`src/rtl/uart_rx.sv`:
```
// 8N1 UART receiver: two-flop synchronized input, mid-bit sampling,
// valid/ack output with frame error and overrun pulses.
module uart_rx #(
  parameter int BAUD = 9600,
  parameter int F    = 50000000
) (
  input  logic       clk,
  input  logic       rst,
  input  logic       rx,
  output logic [7:0] data,
  output logic       valid,
  input  logic       ack,
  output logic       frame_err,
  output logic       overrun,
  output logic       busy
);

  localparam int DIV = F / BAUD;
  localparam int CW  = (DIV > 1) ? $clog2(DIV) : 1;
  localparam logic [CW-1:0] HALF = CW'(DIV / 2 - 1);
  localparam logic [CW-1:0] LAST = CW'(DIV - 1);

  typedef enum logic [2:0] {
    IDLE,
    START,
    DATA,
    STOP,
    WAIT_HIGH
  } state_t;

  state_t state, state_n;

  logic          rx_m, rx_s;
  logic [CW-1:0] cnt, cnt_n;
  logic [2:0]    idx, idx_n;
  logic [7:0]    shreg, shreg_n;
  logic [7:0]    data_n;
  logic          valid_n;
  logic          ferr_n;
  logic          ovr_n;

  always_ff @(posedge clk or posedge rst) begin
    if (rst) begin
      rx_m <= 1'b1;
      rx_s <= 1'b1;
    end else begin
      rx_m <= rx;
      rx_s <= rx_m;
    end
  end

  always_ff @(posedge clk or posedge rst) begin
    if (rst) begin
      state     <= IDLE;
      cnt       <= '0;
      idx       <= '0;
      shreg     <= '0;
      data      <= '0;
      valid     <= 1'b0;
      frame_err <= 1'b0;
      overrun   <= 1'b0;
    end else begin
      state     <= state_n;
      cnt       <= cnt_n;
      idx       <= idx_n;
      shreg     <= shreg_n;
      data      <= data_n;
      valid     <= valid_n;
      frame_err <= ferr_n;
      overrun   <= ovr_n;
    end
  end

  always_comb begin
    state_n = state;
    cnt_n   = cnt + 1'b1;
    idx_n   = idx;
    shreg_n = shreg;
    data_n  = data;
    valid_n = valid & ~ack;
    ferr_n  = 1'b0;
    ovr_n   = 1'b0;
    unique case (state)
      IDLE: begin
        cnt_n = '0;
        if (!rx_s) state_n = START;
      end
      START: begin
        if (cnt == HALF) begin
          cnt_n   = '0;
          idx_n   = '0;
          state_n = rx_s ? IDLE : DATA;
        end
      end
      DATA: begin
        if (cnt == LAST) begin
          cnt_n   = '0;
          shreg_n = {rx_s, shreg[7:1]};
          idx_n   = idx + 3'd1;
          if (idx == 3'd7) state_n = STOP;
        end
      end
      STOP: begin
        if (cnt == LAST) begin
          cnt_n = '0;
          if (rx_s) begin
            data_n  = shreg;
            valid_n = 1'b1;
            // an ack in this same cycle frees the slot: no overrun
            ovr_n   = valid & ~ack;
            state_n = IDLE;
          end else begin
            ferr_n  = 1'b1;
            state_n = WAIT_HIGH;
          end
        end
      end
      WAIT_HIGH: begin
        cnt_n = '0;
        if (rx_s) state_n = IDLE;
      end
      default: begin
        cnt_n   = '0;
        state_n = IDLE;
      end
    endcase
  end

  assign busy = (state != IDLE);

endmodule

```
`config.mk`:
```
export PLATFORM = sky130hd
export DESIGN_NAME = uart_rx
export DESIGN_NICKNAME = d
export VERILOG_FILES = /design/src/rtl/uart_rx.sv
export SDC_FILE = /design/constraint.sdc
export NUM_CORES = 1
export LEC_CHECK = 0
export ABC_CLOCK_PERIOD_IN_PS = 2700
export BUFFER_PORTS_ARGS = -buffer_cell sky130_fd_sc_hd__buf_2
export CORE_UTILIZATION = 58
export DETAILED_ROUTE_END_ITERATION = 10
export GPL_TIMING_DRIVEN = 0
export HOLD_SLACK_MARGIN = 0.03
export PLACE_DENSITY = 0.8
export SETUP_SLACK_MARGIN = 0.15
export SLEW_MARGIN = 20
export SYNTH_ARGS = -nofsm -noshare
export SYNTH_HDL_FRONTEND = slang
export SYNTH_SLANG_ARGS = --single-unit
```
`constraint.sdc`:
```
create_clock -name clk -period 2.7 [get_ports clk]
set_input_delay 0.54 -clock clk [delete_from_list [all_inputs] [get_ports clk]]
set_output_delay 0.54 -clock clk [all_outputs]
set_load 0.05 [all_outputs]
```
---- After elaboration in Yosys (flattened, before gate mapping) ----
Index checks and enable logic that the tools add are counted.
cells by class
  reductions and logical operators ........ 8
  multiplexer cells ....................... 24
  add/subtract/negate cells ............... 2
  equality and inequality tests ........... 13
  bitwise gates (word level) .............. 2
operator list
  cell                                                                      count
  3-bit two-way mux                                                         9
  13-bit two-way mux                                                        2
  13-bit case mux with 2 select lines                                       1
  3-bit case mux with 5 select lines                                        1
  13-bit by 1-bit adder with 13-bit output (second input constant)          1
  13-bit by 12-bit equality test with 1-bit output (second input constant)  1
  13-bit equality test (second input constant)                              1
  2-bit != test (second input constant)                                     6
  1-bit two-way mux                                                         9
  3-bit by 2-bit equality test with 1-bit output (second input constant)    2
  3-bit equality test (second input constant)                               2
  3-bit case mux with 2 select lines                                        1
  3-bit AND reduction                                                       2
  6-bit AND reduction                                                       1
  3-bit by 1-bit adder with 3-bit output (second input constant)            1
  3-bit by 1-bit equality test with 1-bit output (second input constant)    1
  3-bit zero test                                                           1
  3-bit nonzero test                                                        1
  2-bit two-way mux                                                         1
  2-bit AND reduction                                                       1
  2-bit nonzero test                                                        1
  2-bit OR reduction                                                        1
  1-bit bitwise AND                                                         1
  1-bit inverter                                                            1
word-level totals
  output and inout port bits .............. 12
  register bits ........................... 40

---- Longest topological paths before layout ----
  word-level depth ........................ 5
  depth in mapped cells ................... 7
  gate-level depth less buffers ........... 5

---- Least setup slack after synthesis ----
Ideal clock, no wire load.
  path type ............................... flip-flop to flip-flop
  start point ............................. reg cnt[0]
  end point ............................... reg data[0]
  arrival time ............................ 2017 ps
  setup time .............................. 125 ps
  slack ................................... 558 ps
  required time ........................... 2575 ps
  cell stages (with the launch flop) ...... 8
  cells stage by stage .................... dfrtp_1 > ha_1 > nand4bb_1 > or3_1 > buf_2 > or3_1 > buf_6 > mux2_4
between the ends
  word-level cells in the longest chain between the ends .. 2
RTL lines
  element                               line  source
  from (decl)                           34    logic [CW-1:0] cnt, cnt_n;
  from (signal assigned)                64    cnt <= cnt_n;
  13-bit equality test                  104   if (cnt == LAST) begin
  3-bit AND reduction (no source line)  n/a
  to (signal assigned)                  67    data <= data_n;
  to (decl)                             10    output logic [7:0] data,
No other way between the ends.
A chain may end at the register's enable or synchronous reset.

---- Final worst setup path ----
  start point ............................. reg cnt[0]
  end point ............................... reg data[6]
Same word-level chain as after synthesis.

==> results.md <==
Power and ir drop:
- In this run the power density over the cells is 448.9 mW/mm^2.
- Summing internal, switching and leakage power gives 929.0 uW.
- IR analysis of the VDD net gives a maximum drop of 0.3183 mV.
- The static leakage is 0.0009927 uW.

Synthesis:
- The most used flip-flop cell after synthesis is sky130_fd_sc_hd__dfrtp_1.
- The post-synthesis average cell area is 11.65 um^2.
- The count of unique library cells instantiated by Yosys is 40.
- The Yosys step of the flow raised 0 warnings.
- The mapped cell area is 0.001853 mm^2.
- The sequential-to-total area share from yosys stat is 54.15%.
- The number of synthesized register bits is 40.
- The number of cells produced by synthesis is 159.
- The number of nets handed over by synthesis was 166.
- The synthesized design contains 0 enable-type register cells.
- For this run, asynchronously set or reset flops after synthesis account for 100.0%.

Die:
- The initial standard-cell utilization of the core is 60.70%.
- The area of the core is 0.003053 mm^2.
- The row count is 20.
- The die is 58.53 um wide.
- The floorplan step defined a die boundary enclosing 0.003425 mm^2.
- The die boundary height is 58.53 um.
- In this run the count of I/O pins placed on the die edge is 16.

Critical path:
- The depth of the most critical reg-to-reg path is 7.
- The endpoint arrival time on the critical path is 2.56 ns.
- The endpoint identified for the worst register-to-register timing path is data[6].
- Walking the worst path, the cells encountered are ha_1 -> nand4bb_1 -> or3_1 -> buf_2 -> or3_1 -> buf_6 -> mux2_4.
- The largest fanout on the critical path is 10.
- In this run the register-to-register setup slack is 0.38 ns.
- The kind of launch point of the worst setup path is a register.
- The stage delay of the slowest cell on the critical path is 0.42 ns.
- The setup path with the least slack is of type reg -> reg.
- The kind of cell adding the most delay to the critical path is simple AND/OR/NAND/NOR gates.
- The slowest stage of the critical path belongs to the cell sky130_fd_sc_hd__dfrtp_1.
- STA classifies the critical path endpoint as a register.
- The critical path runs through a total of 7 cells.
- The number of buffer and inverter stages on the critical path is 2.
- The critical path required time is 2.94 ns.
- The most critical setup path has its startpoint at cnt[0].
- In this run the worst setup path terminates at data[6].
- The most prevalent standard cell on the critical path is sky130_fd_sc_hd__or3_1.
- The worst register-to-register path begins at cnt[0].

Cells and area:
- The top cell types in the final layout, fill and taps aside, are sky130_fd_sc_hd__dfrtp_1, sky130_fd_sc_hd__nor2_1, sky130_fd_sc_hd__buf_2, sky130_fd_sc_hd__xnor2_1.
- The number of standard cells in the layout, taps in and fillers out is 227.
- Across the whole layout, storage elements account for 0.001003 mm^2.
- The ratio of cells with drive above 1 in the final layout is 26.78%.
- In the final layout, the multi-input gates occupy 797.0 um^2.
- The area added between synthesis and finish is 11.68%.
- Measured on the finished design, the core utilization comes to 67.79%.
- The post-layout net count is 189.
- After filler insertion, the fill cell instance count of the layout stands at 238.
- The count of inserted antenna diode cells is 0.
- Once layout is done, the placed cells without fillers occupy 0.002069 mm^2.
- The library cell used most frequently in the layout, excluding fill and tap cells, is sky130_fd_sc_hd__dfrtp_1.

Placed design:
- The number of placed instances with taps included is 219.
- The detailed placement HPWL is 2245 um.
- The cell area reported after detailed placement is 0.002011 mm^2.
- The number of buffers added on ports is 15.
- The final RePlAce weighted congestion is 0.8685.

Timing:
- The aggregate negative setup slack is 0 ns.
- Between clock sinks in the finished design, the worst skew comes to 0.01011 ns.
- Setup violations remaining at the end of the flow were counted as 0.
- The actual slew at the worst max-slew pin is 0.4261 ns.
- The ratio of final minimum period to clock period is 86.08%.
- The worst slew slack as a fraction of its limit is 71.36%.
- The highest attainable clock frequency is 430.3 MHz.
- After layout, the minimum clock period comes to 2.324 ns.
- The number of hold-slack violations in the final timing report was 0.
- Setup repair after global routing left no endpoint under its margin.
- The max-slew violation total from the final report is 0.

Drt:
- In this run the remaining antenna-violating nets after routing total 0.
- The length of the first detailed-routing pass in iterations is 4.
- After the first detailed-routing iteration, the DRC count stood at 39.
- The average wire per cell in the routed design is 13.38 um.
- The sum of routed wire length over all layers is 3038 um.
- For this block, the via count after detailed routing is 1249.
- After detailed routing, the number of vias per cell comes to 5.502.
- The total DRC errors in the routed layout is 0.

Flow run:
- Max-cap violations in this run came to 0.

Global routing:
- The pin count of the biggest net entering global routing is 24.
- The number of antenna violations at the first check in global routing is 0.
- The via count of the first global-routing pass is 1217.
- The overall global routing resource usage is 21.10%.
- The wire length of the first global-routing pass is 5306 um.
- The total grt overflow is 0.

Clock tree:
- In this run, post-CTS repair resized a total of 0 instances.
- The clock latency reported for the late side of the worst-skew pair is 0.35 ns.
- Counting every sink on the clock net gives 40.
- After clock tree synthesis, the setup repair step added 0 buffers.
- In this run, CTS created clock tree buffers numbering 5.
- In this run, post-CTS hold repair placed 0 buffers.
- The maximum root-to-sink buffer count is 2.
- Clock-pin slew was measured on the worst setup and hold paths at 0.11 ns.
- TritonCTS built the clock tree.
- The tree is rooted in a sky130_fd_sc_hd__clkbuf_4.
- The H-tree level count is 2.

Outcome:
- The run finished with clean final reports.

Hold path:
- The class of the worst hold path is in -> async.
-- area by class of cell --
class / instances / share of cell area [%]
sequential: 40 / 48.49
multi-input combinational: 108 / 38.51
timing repair buffer: 16 / 4.958
clock buffer: 8 / 2.842
tap: 44 / 2.660
buffer: 6 / 1.632
inverter: 5 / 0.9069
-- metrics by stage --
step / hold WS [ns] / setup slack [ns]
final: 0.1662 / 0.3760
after global routing: 0.1904 / 0.1764
after CTS: 0.1666 / 0.3668
after detailed placement: 0.3469 / 0.3983
after global placement: 0.3463 / 0.4000
after floorplan: 0.3452 / 0.5577
-- cells in the mapped netlist (2+ instances only) --
cell type                    n  area [um^2]
sky130_fd_sc_hd__nand4bb_1   2        22.52
sky130_fd_sc_hd__mux2_4      8        120.1
sky130_fd_sc_hd__nor4_1      3        18.77
sky130_fd_sc_hd__xor2_1      2        17.52
sky130_fd_sc_hd__ha_1        3        37.54
sky130_fd_sc_hd__or3_1       3        18.77
sky130_fd_sc_hd__dfrtp_1    38        950.9
sky130_fd_sc_hd__mux2_2      8        90.09
sky130_fd_sc_hd__or3b_2      2        17.52
sky130_fd_sc_hd__nand2_1     8        30.03
sky130_fd_sc_hd__nand4_1     3        18.77
sky130_fd_sc_hd__nor3_1      6        30.03
sky130_fd_sc_hd__nor2_1     23        86.33
sky130_fd_sc_hd__dfstp_2     2        52.55
sky130_fd_sc_hd__xnor2_1     9        78.83
sky130_fd_sc_hd__clkbuf_1    2        7.510
sky130_fd_sc_hd__inv_1       5        18.77
sky130_fd_sc_hd__buf_2       2        10.01
sky130_fd_sc_hd__a221o_1     2        20.02
sky130_fd_sc_hd__nand2b_1    2        12.51
sky130_fd_sc_hd__nor2b_1     3        18.77
sky130_fd_sc_hd__nand3_1     5        25.02
-- per-layer routing --
layer / wire length (um) / global-route usage (%) / vias up
li1: - / - / 604
met3: 113 / 5.934 / 6
met1: 1365 / 25.77 / 616
met2: 1494 / 35.63 / 23
met4: 64 / 8.163 / 0
met5: 0 / 0 / -
-- power breakdown --
| group | switching, uW | total (uW) | internal [uW] |
|---|---|---|---|
| Sequential | 1.53 | 603 | 602 |
| Combinational | 12.5 | 18.8 | 6.28 |
| Clock | 179 | 307 | 129 |
| Total | 193 | 929 | 736 |
-- state kept, by name, summed over array words and instances, names as in the netlist --
signal	cells
data	8
rx_m	1
shreg	8
frame_err	1
valid	1
cnt	13
overrun	1
state	3
idx	3
rx_s	1
-- kinds of logic (layout without fill, tap and decap cells) --
family / after synthesis / after routing / share of synthesized area, %
xor gates and xnor gates: 11 / 11 / 5.200
DFF: 40 / 40 / 54.15
adders and majority gates: 3 / 3 / 2.026
muxes: 17 / 17 / 11.88
and+or+nand+nor: 69 / 69 / 20.53
AOI/OAI and AO/OA: 8 / 8 / 3.377
buffers and inverters: 11 / 35 / 2.836
-- worst min-delay path by stage --
stage,start,to,slack (ns),cells past startpoint
after floorplan,rx_m,rx_s,0.35,0
after global placement,rx_m,rx_s,0.35,0
after detailed placement,rx_m,rx_s,0.35,0
after CTS,rst,cnt[4],0.17,2
after global routing,rst,overrun,0.19,2
final,rst,cnt[2],0.17,2
No activity file was read; power rests on OpenSTA's default activity.
